==> config.mk <==
export PLATFORM = sky130hd
export DESIGN_NAME = vector_sequencer
export DESIGN_NICKNAME = d
export VERILOG_FILES = /design/src/rtl/vector_sequencer.sv
export SDC_FILE = /design/constraint.sdc
export NUM_CORES = 1
export LEC_CHECK = 0
export BUFFER_PORTS_ARGS = -buffer_cell sky130_fd_sc_hd__buf_2
export CAP_MARGIN = 25
export CORE_MARGIN = 2
export CORE_UTILIZATION = 46
export DETAILED_ROUTE_END_ITERATION = 12
export PLACE_DENSITY = 0.81
export SKIP_LAST_GASP = 1
export SYNTH_ARGS = -nofsm -noshare
export SYNTH_HDL_FRONTEND = slang
export SYNTH_SLANG_ARGS = --single-unit
==> constraint.sdc <==
create_clock -name i_clk -period 2.5 [get_ports i_clk]
set_input_delay 0.5 -clock i_clk [delete_from_list [all_inputs] [get_ports i_clk]]
set_output_delay 0.5 -clock i_clk [all_outputs]
set_load 0.1 [all_outputs]
==> src/rtl/vector_sequencer.sv <==
// vector_sequencer: steps a combinational datapath through a stored stimulus
// list, captures each result into a result memory and keeps mismatch stats.
module vector_sequencer #(
  parameter int unsigned DIN_W  = 15,
  parameter int unsigned DOUT_W = 30,
  parameter int unsigned ADDR_W = 4,
  parameter int unsigned SETTLE = 1
) (
  input  logic              i_clk,
  input  logic              i_rst,
  input  logic              i_start,
  input  logic [ADDR_W:0]   i_num_vec,
  output logic [ADDR_W-1:0] o_vec_addr,
  input  logic [DIN_W-1:0]  i_vec_data,
  input  logic [DOUT_W-1:0] i_exp_data,
  input  logic [DOUT_W-1:0] i_cmp_mask,
  output logic [DIN_W-1:0]  o_dut_in,
  input  logic [DOUT_W-1:0] i_dut_out,
  output logic              o_res_we,
  output logic [ADDR_W-1:0] o_res_addr,
  output logic [DOUT_W-1:0] o_res_data,
  output logic              o_busy,
  output logic              o_done,
  output logic [ADDR_W:0]   o_mismatch_cnt,
  output logic              o_fail_valid,
  output logic [ADDR_W-1:0] o_first_fail
);

  // Settle counter only ever holds SETTLE-1 down to 0.
  localparam int unsigned CNT_W = (SETTLE > 1) ? $clog2(SETTLE) : 1;

  typedef enum logic [2:0] {
    S_IDLE,
    S_LOAD,
    S_SETTLE,
    S_CAPTURE,
    S_DONE
  } state_t;

  state_t              r_state;
  state_t              w_next;
  logic [CNT_W-1:0]    r_cnt;
  logic [ADDR_W-1:0]   r_vec_addr;
  logic [ADDR_W:0]     r_num_vec;
  logic [DOUT_W-1:0]   r_cmp_mask;
  logic [DIN_W-1:0]    r_dut_in;
  logic                r_busy;
  logic                r_done;
  logic [ADDR_W:0]     r_mismatch_cnt;
  logic                r_fail_valid;
  logic [ADDR_W-1:0]   r_first_fail;

  logic                w_capture;
  logic                w_last;
  logic                w_mismatch;

  // State register.
  always_ff @(posedge i_clk or posedge i_rst) begin
    if (i_rst) begin
      r_state <= S_IDLE;
    end else begin
      r_state <= w_next;
    end
  end

  // Next-state decode plus the capture-cycle compare and result-port drive.
  always_comb begin
    w_next     = r_state;
    w_capture  = 1'b0;
    w_last     = ({1'b0, r_vec_addr} == (r_num_vec - (ADDR_W + 1)'(1)));
    w_mismatch = (((i_dut_out ^ i_exp_data) & r_cmp_mask) != '0);
    o_res_we   = 1'b0;
    o_res_addr = '0;
    o_res_data = '0;
    case (r_state)
      S_IDLE: begin
        if (i_start) begin
          w_next = (i_num_vec != '0) ? S_LOAD : S_DONE;
        end
      end
      S_LOAD: begin
        w_next = S_SETTLE;
      end
      S_SETTLE: begin
        if (r_cnt == '0) begin
          w_next = S_CAPTURE;
        end
      end
      S_CAPTURE: begin
        w_capture  = 1'b1;
        o_res_we   = 1'b1;
        o_res_addr = r_vec_addr;
        o_res_data = i_dut_out;
        w_next     = w_last ? S_DONE : S_LOAD;
      end
      S_DONE: begin
        w_next = S_IDLE;
      end
      default: begin
        w_next = S_IDLE;
      end
    endcase
  end

  // Run registers: address walk, settle timer, stimulus drive and statistics.
  always_ff @(posedge i_clk or posedge i_rst) begin
    if (i_rst) begin
      r_cnt          <= '0;
      r_vec_addr     <= '0;
      r_num_vec      <= '0;
      r_cmp_mask     <= '0;
      r_dut_in       <= '0;
      r_busy         <= 1'b0;
      r_done         <= 1'b0;
      r_mismatch_cnt <= '0;
      r_fail_valid   <= 1'b0;
      r_first_fail   <= '0;
    end else begin
      r_busy <= (w_next == S_LOAD) || (w_next == S_SETTLE) || (w_next == S_CAPTURE);
      r_done <= (w_next == S_DONE);
      case (r_state)
        S_IDLE: begin
          if (i_start) begin
            r_num_vec      <= i_num_vec;
            r_cmp_mask     <= i_cmp_mask;
            r_mismatch_cnt <= '0;
            r_fail_valid   <= 1'b0;
            r_first_fail   <= '0;
            r_vec_addr     <= '0;
          end
        end
        S_LOAD: begin
          r_dut_in <= i_vec_data;
          r_cnt    <= CNT_W'(SETTLE - 1);
        end
        S_SETTLE: begin
          if (r_cnt != '0) begin
            r_cnt <= r_cnt - CNT_W'(1);
          end
        end
        S_CAPTURE: begin
          if (w_mismatch) begin
            if (r_mismatch_cnt != '1) begin
              r_mismatch_cnt <= r_mismatch_cnt + (ADDR_W + 1)'(1);
            end
            if (!r_fail_valid) begin
              r_fail_valid <= 1'b1;
              r_first_fail <= r_vec_addr;
            end
          end
          if (!w_last) begin
            r_vec_addr <= r_vec_addr + ADDR_W'(1);
          end
        end
        default: begin
        end
      endcase
    end
  end

  assign o_vec_addr     = r_vec_addr;
  assign o_dut_in       = r_dut_in;
  assign o_busy         = r_busy;
  assign o_done         = r_done;
  assign o_mismatch_cnt = r_mismatch_cnt;
  assign o_fail_valid   = r_fail_valid;
  assign o_first_fail   = r_first_fail;

endmodule
==> impl_metrics.ini <==
[detailed_routing]
vias = 3264
route.detailed.drc = 0
wl_mm = 9.77
antenna_left = 0
dr.pass1.iters = 4
drt_iter0_markers = 106
viasPerCell = 4.97
post_drt_wl_per_cell_um = 14.9

[global_routing]
grt-ovfl-total = 0
grt_pass1_vias = 3436
antenna_found_initial = 0
grt_pass1_wl_mm = 16.1
grt_max_degree = 38
track_usage_pct = 24.1

[floorplan]
die_x_um = 91.9
core_area_um2 = 7610
dieArea_um2 = 8440
core.rowCount = 32
die_h_um = 91.9
start_util_pct = 46.7
ioPinCount = 179

[setup_path]
end_kind = output pin
r2r_cells = 8
crit_fanout = 30
max_stage_delay_ns = 0.46
arrival_ns = 1.89
timing.rr.end = o_vec_addr[3]
timing.rr.start = r_num_vec[0]
required_ns = 2.00
crit_chain = nand3b_1 > inv_1 > buf_4 > and2_1 > buf_12
reg2reg_setup_slack_ns = 0.32
crit_type = flop to output pin
cp_slowest_cell = dfrtp_1
startpoint_type = flop

[synthesis]
synth-seq-cells = 69
avgSynthCellArea_um2 = 9.68
synth_seq_area_share_pct = 48.6
synth-edff-count = 0
yosys_warnings = 0
netlist_instances = 367
async_reset_ff_share_pct = 100
ys.flop_type = dfrtp_1
synth_nets = 484
synth_cell_types = 40
synth_area_um2 = 3550

[clocking]
cts_buffers = 9
worstSkewPairLatency_ns = 0.34
postCtsSetupBuffers = 0
clockRootBuffer = clkbuf_8
clock-sinks = 69
ctsResizeCount = 0
h-tree-depth = 3
cts_tree = yes
clkSlewWorstSetupHoldPaths_ns = 0.07
cts_buffer_depth = 2
cts_hold_buf = 0

[timing]
setup_tns_ns = 0
worst_pin_slew_ns = 0.717
setup_viol = 0
fin_crit_ns = 2.39
slew_violations = 0
rsz0062_at_grt = false
finalHoldViolations = 0
max-slew-margin-rel_pct = 52.1
min_period_over_period_pct = 95.6
skew_ns = 0.0122
fmax_mhz = 418

[worst_hold_path]
worstHoldPathType = primary input to asynchronous set/reset pin

[finish]
num-fill-cells = 570
seq_area_um2 = 1730
final_common_cell = buf_2
syn2layout_area_growth_pct = 52.5
layout.cells.most_common_list = buf_2, nand2_1, dfrtp_1, buf_12, xor2_1
antenna_cells = 0
multi_input_area_um2 = 1790
layout.nets = 667
layout-drive-gt1-share_pct = 46.7

[run_status]
status = finished clean

[flow_run]
cap_viol_max_count = 0

[placed_design]
dp_hpwl_mm = 7.75
io_buffers = 178
gp_congestion = 0.769
synth_stat cells, types with 3 or more instances:
library cell  count  area [um2]
nand2_1         111         417
dfrtp_1          69        1730
and2_1           33         206
xor2_1           30         263
mux2_2           15         169
a22oi_1          14         105
clkbuf_1         14        52.6
nor2_1            8        30.0
inv_1             6        22.5
o21ai_0           6        30.0
xnor2_1           6        52.6
ha_1              4        50.1
mux2_4            4        60.1
mux2i_1           4        40.0
nand4_1           4        25.0
o31ai_1           4        30.0
a21oi_1           3        15.0
and3_1            3        18.8
critical path: cells and delay by family (launching register included):
family,cells,cell delay [ns]
flops,1,0.46
simple gates,2,0.52
buf+inv,3,0.57
routing by layer:
metal	vias to the layer above	global-route usage, %	part of all wire (%)
li1	1586	-	-
met1	1556	28.6	40
met2	116	44.2	55
met3	6	4.44	5.0
met4	0	7.59	0.59
met5	-	0	0
state kept, by name (all words and copies together), names as in the netlist:
register,flops
o_vec_addr,4
o_dut_in,15
o_mismatch_cnt,5
r_num_vec,5
o_done,1
r_cmp_mask,30
o_busy,1
o_fail_valid,1
o_first_fail,4
r_state,3
through the flow:
step / cell area, um2 / hold WS [ns] / cells / setup slack (ns) / util, %
finish: 5420 / 0.281 / 657 / 0.110 / 71.2
global route: 5420 / 0.344 / 657 / 0.00519 / 71.2
CTS: 5420 / 0.302 / 657 / 0.0816 / 71.2
detailed placement: 5170 / 0.463 / 641 / 0.133 / 67.9
global placement: 5170 / 0.459 / 641 / 0.203 / 67.9
floorplan: 3590 / 0.445 / 367 / 0.0728 / -
layout make-up:
| class | instances | share of cell area [%] |
|---|---|---|
| clock buffer | 11 | 2.61 |
| tap | 102 | 2.36 |
| multi-input combinational | 276 | 33.0 |
| inverter | 6 | 0.416 |
| sequential | 69 | 31.9 |
| clock inverter | 5 | 1.99 |
| timing repair buffer | 188 | 27.8 |
how the worst max path moves through the flow:
stage	from	endpoint	slack (ns)	cells past startpoint
after global placement	i_dut_out[22]	o_first_fail[3]	0.20	8
after CTS	r_state[2]	o_res_addr[0]	0.08	5
after global routing	r_state[2]	o_res_addr[0]	0.005	5
final	r_state[2]	o_res_addr[0]	0.11	5
after detailed placement	i_dut_out[22]	o_first_fail[0]	0.13	8
after floorplan	r_state[2]	o_res_data[21]	0.07	4
cells by family (layout without fill, tap and decap cells):
kind of cell,count (synthesis),in the layout,share of synthesized area [%]
mux,23,23,7.57
fa+ha+maj,4,4,1.41
compound gates,34,34,6.97
buf+inv,22,210,2.39
xor+xnor,36,36,8.87
flops,69,69,48.6
simple gates,179,179,24.2
Power is not shown: default switching activity piles up to over one toggle a cycle in this logic, so the estimate is an artifact.
